==> config.mk <==
export PLATFORM = sky130hd
export DESIGN_NAME = uart_rx_ext
export DESIGN_NICKNAME = d
export VERILOG_FILES = /design/src/rtl/uart_rx_ext.sv
export SDC_FILE = /design/constraint.sdc
export NUM_CORES = 1
export LEC_CHECK = 0
export BUFFER_PORTS_ARGS = -buffer_cell sky130_fd_sc_hd__buf_2
export CORE_ASPECT_RATIO = 1.25
export CORE_MARGIN = 1.5
export CORE_UTILIZATION = 59
export DETAILED_ROUTE_END_ITERATION = 8
export GPL_TIMING_DRIVEN = 1
export PLACE_DENSITY = 0.76
export SLEW_MARGIN = 40
export SYNTH_ARGS = -nofsm -noshare
export SYNTH_HDL_FRONTEND = slang
export SYNTH_SLANG_ARGS = --single-unit
==> constraint.sdc <==
create_clock -name clk -period 2.95 [get_ports clk]
set_clock_uncertainty 0.15 [all_clocks]
set_input_delay 0.59 -clock clk [delete_from_list [all_inputs] [get_ports clk]]
set_output_delay 0.59 -clock clk [all_outputs]
set_load 0.005 [all_outputs]
==> src/rtl/uart_rx_ext.sv <==
// Parametrised UART receiver: 2-FF input synchroniser, start-glitch rejection, parity/frame/overrun flags, valid/ready output.
// Optional UART_RX_MAJORITY_EN: every sample is the 2-of-3 majority of rx_s at the nominal count and the two counts before it.
module uart_rx_ext #(
   parameter int CLKS_PER_BIT = 16,
   parameter int DATA_BITS    = 8,
   parameter int PARITY_MODE  = 0,
   parameter int STOP_BITS    = 1
) (
   input  logic                 clk,
   input  logic                 rst,
   input  logic                 data_in,
   output logic [DATA_BITS-1:0] data_out,
   output logic                 data_valid,
   input  logic                 data_ready,
   output logic                 parity_err,
   output logic                 frame_err,
   output logic                 overrun_err
);

   localparam int              BW      = $clog2(DATA_BITS + 1);
   localparam logic [15:0]     LP_MID  = 16'(CLKS_PER_BIT / 2 - 1);
   localparam logic [15:0]     LP_END  = 16'(CLKS_PER_BIT - 1);
   localparam logic [BW-1:0]   LP_LAST = BW'(DATA_BITS - 1);
   localparam logic            LP_STOP_LAST = 1'(STOP_BITS - 1);

   localparam logic [2:0] S_IDLE   = 3'd0;
   localparam logic [2:0] S_START  = 3'd1;
   localparam logic [2:0] S_DATA   = 3'd2;
   localparam logic [2:0] S_PARITY = 3'd3;
   localparam logic [2:0] S_STOP   = 3'd4;

   logic                 r_rx_meta;
   logic                 r_rx_s;
   logic [2:0]           r_state;
   logic [15:0]          r_cnt;
   logic [BW-1:0]        r_bit_cnt;
   logic                 r_stop_cnt;
   logic [DATA_BITS-1:0] r_shreg;
   logic                 r_perr_acc;
   logic                 r_ferr_acc;
   logic [DATA_BITS-1:0] r_data_out;
   logic                 r_valid;
   logic                 r_perr;
   logic                 r_ferr;
   logic                 r_ovr;

   logic w_sample;
   logic w_at_mid;
   logic w_at_end;
   logic w_done;
   logic w_accept;
   logic w_par_err;
   logic w_frame_ferr;

`ifdef UART_RX_MAJORITY_EN
   // r_rx_h[0] is rx_s one count earlier, r_rx_h[1] two counts earlier
   logic [1:0] r_rx_h;

   always_ff @(posedge clk) begin
      if (rst) r_rx_h <= 2'b11;
      else     r_rx_h <= {r_rx_h[0], r_rx_s};
   end

   assign w_sample = (r_rx_s & r_rx_h[0]) | (r_rx_s & r_rx_h[1]) | (r_rx_h[0] & r_rx_h[1]);
`else
   assign w_sample = r_rx_s;
`endif

   assign w_at_mid     = (r_cnt == LP_MID);
   assign w_at_end     = (r_cnt == LP_END);
   assign w_done       = (r_state == S_STOP) && w_at_end && (r_stop_cnt == LP_STOP_LAST);
   assign w_accept     = ~r_valid | data_ready;
   assign w_par_err    = (PARITY_MODE == 1) ? ~(^r_shreg ^ w_sample) : (^r_shreg ^ w_sample);
   assign w_frame_ferr = r_ferr_acc | ~w_sample;

   always_ff @(posedge clk) begin
      if (rst) begin
         r_rx_meta  <= 1'b1;
         r_rx_s     <= 1'b1;
         r_state    <= S_IDLE;
         r_cnt      <= '0;
         r_bit_cnt  <= '0;
         r_stop_cnt <= 1'b0;
         r_shreg    <= '0;
         r_perr_acc <= 1'b0;
         r_ferr_acc <= 1'b0;
         r_data_out <= '0;
         r_valid    <= 1'b0;
         r_perr     <= 1'b0;
         r_ferr     <= 1'b0;
         r_ovr      <= 1'b0;
      end else begin
         r_rx_meta <= data_in;
         r_rx_s    <= r_rx_meta;

         case (r_state)
            S_IDLE: begin
               if (!r_rx_s) begin
                  r_state <= S_START;
                  r_cnt   <= '0;
               end
            end
            S_START: begin
               if (w_at_mid) begin
                  r_cnt <= '0;
                  if (!w_sample) begin
                     r_state    <= S_DATA;
                     r_bit_cnt  <= '0;
                     r_perr_acc <= 1'b0;
                     r_ferr_acc <= 1'b0;
                  end else begin
                     r_state <= S_IDLE;
                  end
               end else begin
                  r_cnt <= r_cnt + 16'd1;
               end
            end
            S_DATA: begin
               if (w_at_end) begin
                  r_cnt     <= '0;
                  r_shreg   <= {w_sample, r_shreg[DATA_BITS-1:1]};
                  r_bit_cnt <= r_bit_cnt + 1'b1;
                  if (r_bit_cnt == LP_LAST) begin
                     r_stop_cnt <= 1'b0;
                     r_state    <= (PARITY_MODE != 0) ? S_PARITY : S_STOP;
                  end
               end else begin
                  r_cnt <= r_cnt + 16'd1;
               end
            end
            S_PARITY: begin
               if (w_at_end) begin
                  r_cnt      <= '0;
                  r_perr_acc <= w_par_err;
                  r_stop_cnt <= 1'b0;
                  r_state    <= S_STOP;
               end else begin
                  r_cnt <= r_cnt + 16'd1;
               end
            end
            S_STOP: begin
               if (w_at_end) begin
                  r_cnt      <= '0;
                  r_ferr_acc <= w_frame_ferr;
                  r_stop_cnt <= r_stop_cnt + 1'b1;
                  // Leave mid stop bit so the next falling edge is caught on time
                  if (r_stop_cnt == LP_STOP_LAST) r_state <= S_IDLE;
               end else begin
                  r_cnt <= r_cnt + 16'd1;
               end
            end
            default: r_state <= S_IDLE;
         endcase

         r_ovr <= 1'b0;
         if (w_done) begin
            if (w_accept) begin
               r_data_out <= r_shreg;
               r_valid    <= 1'b1;
               r_perr     <= r_perr_acc;
               r_ferr     <= w_frame_ferr;
            end else begin
               r_ovr <= 1'b1;
            end
         end else if (r_valid && data_ready) begin
            r_valid <= 1'b0;
            r_perr  <= 1'b0;
            r_ferr  <= 1'b0;
         end
      end
   end

   assign data_out    = r_data_out;
   assign data_valid  = r_valid;
   assign parity_err  = r_perr;
   assign frame_err   = r_ferr;
   assign overrun_err = r_ovr;

endmodule

==> summary.txt <==
outcome -> complete, but fails checks
failing checks -> design-rule violations
top_reg_cell synth -> dfxtp_1
fmax -> 394 MHz
Setup Fix Bufs, Post-CTS -> 0
Yosys top cell by area -> dfxtp_1
DRT antenna net count -> 0
arrival time at the worst endpoint -> 2.57 ns
power per cell area -> 444 nW/um^2
Starting Density -> 62.8%
total die area -> 4190 sq um
antenna violations before repair -> 0
Post-Syn Instances -> 248
Syn Area/Cell -> 9.05 sq um
Seq cells post-synth -> 48
Placed Instance Area -> 2360 sq um
r2r setup slk -> 0.41 ns
Fillers -> 298
CTS root buffer -> clkbuf_8
nets@finish -> 271
maximum VDD drop -> 0.303 mV
Via Count -> 1824
GPL Wtd Cong -> 0.942
count leader, synth -> dfxtp_1
post-route design area -> 2440 sq um
Detail Placement HPWL -> 3060 um
clk slew on worst S/H paths -> 0.09 ns
CP Capture Type -> register
port buffer count -> 15
time the worst path needs with I/O delays and setup -> 2.54 ns
Slew Limit Fails -> 0
Leak Pwr -> 0.889 nW
Core Util, Final -> 68.4%
number of flops mapped to enable cells by yosys -> 0
cells along the critical path -> or4_4 > or4_1 > and3b_1 > buf_4 > mux2i_1 > nor2_1
first-pass GRT wire length -> 7360 um
Rows -> 24
clock latency on the worst-skew pair -> 0.30 ns
mean number of vias per cell -> 5.98
clock sink count -> 48
H-tree depth -> 2
die width -> 58.2 um
register area share after synthesis -> 42.8%
crit path launch type -> register
post_cts resized -> 0
Max-cap violations -> 0
multi-input logic area -> 1220 sq um
unrepaired setup endpoints after global routing -> false
Critical Path Fanout Max -> 10
setup_tns -> 0 ns
count of final hold-check violations -> 0
CTS Buf Count -> 5
largest net degree at the start of global routing -> 36
GRT Total Usage -> 22.4%
delay-heaviest family, CP -> simple AND/OR/NAND/NOR gates
Hold Crit Start -> r_rx_meta$_SDFF_PP1_
CP bufs+invs -> 1
CTS tree -> built
GRT overflow -> 0
layout cell share with drive strength beyond 1 -> 15.0%
Post-synth ARST share -> 0%
number of global-route vias before repair -> 1718
hold path endpoint -> r_rx_s$_SDFF_PP1_
Syn. warnings -> 0
Final Cycle Share -> 86.1%
RR Startpoint -> r_cnt[7]$_SDFFE_PP0P_
endpoints failing setup -> 0
commonest cells in the netlist -> 48 x dfxtp_1, 39 x nor2_1, 18 x mux2i_1, 18 x nand2_1
core region area -> 3570 sq um
top-level I/O count -> 16
Pre-Repair DR Iteration Count -> 6
Hold-fix buffers, CTS -> 0
FF-to-FF End -> data_out[6]$_SDFFE_PP0P_
wire per inst -> 14.0 um
Mapped Nets -> 254
Worst R2R Path Depth -> 6
Rel. slew slack -> 50.7%
area delta synth->final -> 8.86%
Cell Area, Synth -> 2240 sq um
ANT cells -> 0
CP peak stage delay -> 0.58 ns
hold depth -> 1
min-delay worst type -> reg -> reg
Cell variety after synth -> 50
worst-margin pin slew -> 0.737 ns
routed wire length -> 4270 um
Worst EP required -> 2.98 ns
die height -> 72.0 um
Slowest-stage cell, CP -> or4_4
Iter 0 DRT Violations -> 77
synth top area cells -> dfxtp_1 43%, mux2i_1 8.0%, nor2_1 6.5%
Reg area -> 961 sq um
Setup CP Type -> reg -> reg
top-area cell type share of the netlist area -> 42.8%
Clock Path Buffers -> 2
DRC Markers -> 2
[metal layers]
metal / wire length [um] / track usage, % / up-vias
met5: 0 / 0 / -
met4: 68 / 10.3 / 0
met3: 115 / 5.35 / 7
met2: 2170 / 38.3 / 26
met1: 1910 / 26.3 / 878
li1: - / - / 913
[worst register-to-register path, stage by stage (launching register included)]
cell and delay [ns]:
dfxtp_1 0.39, or4_4 0.58, or4_1 0.57, and3b_1 0.23
buf_4 0.20, mux2i_1 0.24, nor2_1 0.06
[worst max-delay path by stage]
stage                     cells past startpoint                        to                    from
after floorplan                               6  data_out[0]$_SDFFE_PP0P_  r_cnt[13]$_SDFFE_PP0P_
after global placement                        6  data_out[0]$_SDFFE_PP0P_   r_cnt[7]$_SDFFE_PP0P_
after detailed placement                      6  data_out[6]$_SDFFE_PP0P_   r_cnt[7]$_SDFFE_PP0P_
after CTS                                     6  data_out[6]$_SDFFE_PP0P_   r_cnt[7]$_SDFFE_PP0P_
after global routing                          6  data_out[6]$_SDFFE_PP0P_   r_cnt[7]$_SDFFE_PP0P_
final                                         6  data_out[6]$_SDFFE_PP0P_   r_cnt[7]$_SDFFE_PP0P_
[cell type report]
cell class / count / area share [%]
Clock buffer: 5 / 2.82
Clock inverter: 3 / 0.768
Inverter: 3 / 0.461
Multi-Input combinational cell: 187 / 50.0
Sequential cell: 48 / 39.3
Tap cell: 39 / 2.00
Timing Repair Buffer: 20 / 4.61
[power breakdown]
part	internal (mW)	switching (mW)	leakage, nW	total (mW)
Sequential	0.651	0.00584	0.387	0.657
Combinational	0.0175	0.0327	0.454	0.0502
Clock	0.165	0.211	0.0479	0.377
Total	0.834	0.250	0.889	1.08
[through the flow]
stage	setup slack, ns	std cells	hold slack, ns	power, mW
after floorplan	0.612	248	0.239	0.710
after global placement	0.508	297	0.257	0.722
after detailed placement	0.409	297	0.253	0.722
after CTS	0.397	305	0.277	1.10
after global routing	0.317	305	0.296	1.14
final	0.411	305	0.272	1.08
[registers in the layout (all words and copies together) (netlist names)]
register     count
r_rx_meta        1
r_perr_acc       1
r_stop_cnt       1
r_rx_s           1
r_cnt           16
r_ferr_acc       1
frame_err        1
data_out         8
r_shreg          8
data_valid       1
r_bit_cnt        4
overrun_err      1
parity_err       1
r_state          3
[layout by cell type, fill, tap and decap left out, drive strengths merged, types with 2 or more instances in the layout]
master | synthesis | layout
nor2 | 39 | 39
a21o | 3 | 3
nand4 | 3 | 3
xnor2 | 12 | 12
a31o | 2 | 2
nor3b | 2 | 2
clkbuf | 7 | 5
nor2b | 3 | 3
nand3b | 3 | 3
or4 | 5 | 5
and4 | 4 | 4
a21oi | 13 | 13
dfxtp | 48 | 48
clkinv | 0 | 3
inv | 3 | 3
nand3 | 8 | 8
a211oi | 3 | 3
o21ai | 11 | 11
or3 | 2 | 2
xor2 | 4 | 4
mux2i | 18 | 18
nor4 | 5 | 5
or2 | 3 | 3
nor3 | 5 | 5
nand2 | 18 | 18
ha | 2 | 2
o211ai | 2 | 2
buf | 3 | 20
[cells by family after synthesis]
logic type               after synthesis  share of synthesized area (%)
flip-flops                            48                           42.8
adder cells (fa/ha/maj)                2                           1.11
AO/OA/AOI/OAI                         42                           11.8
AND/OR/NAND/NOR                      108                           26.3
multiplexers                          18                           8.03
XOR/XNOR                              17                           7.25
buffers and inverters                 13                           2.73
Note: power is estimated with default switching activity, not from simulation.
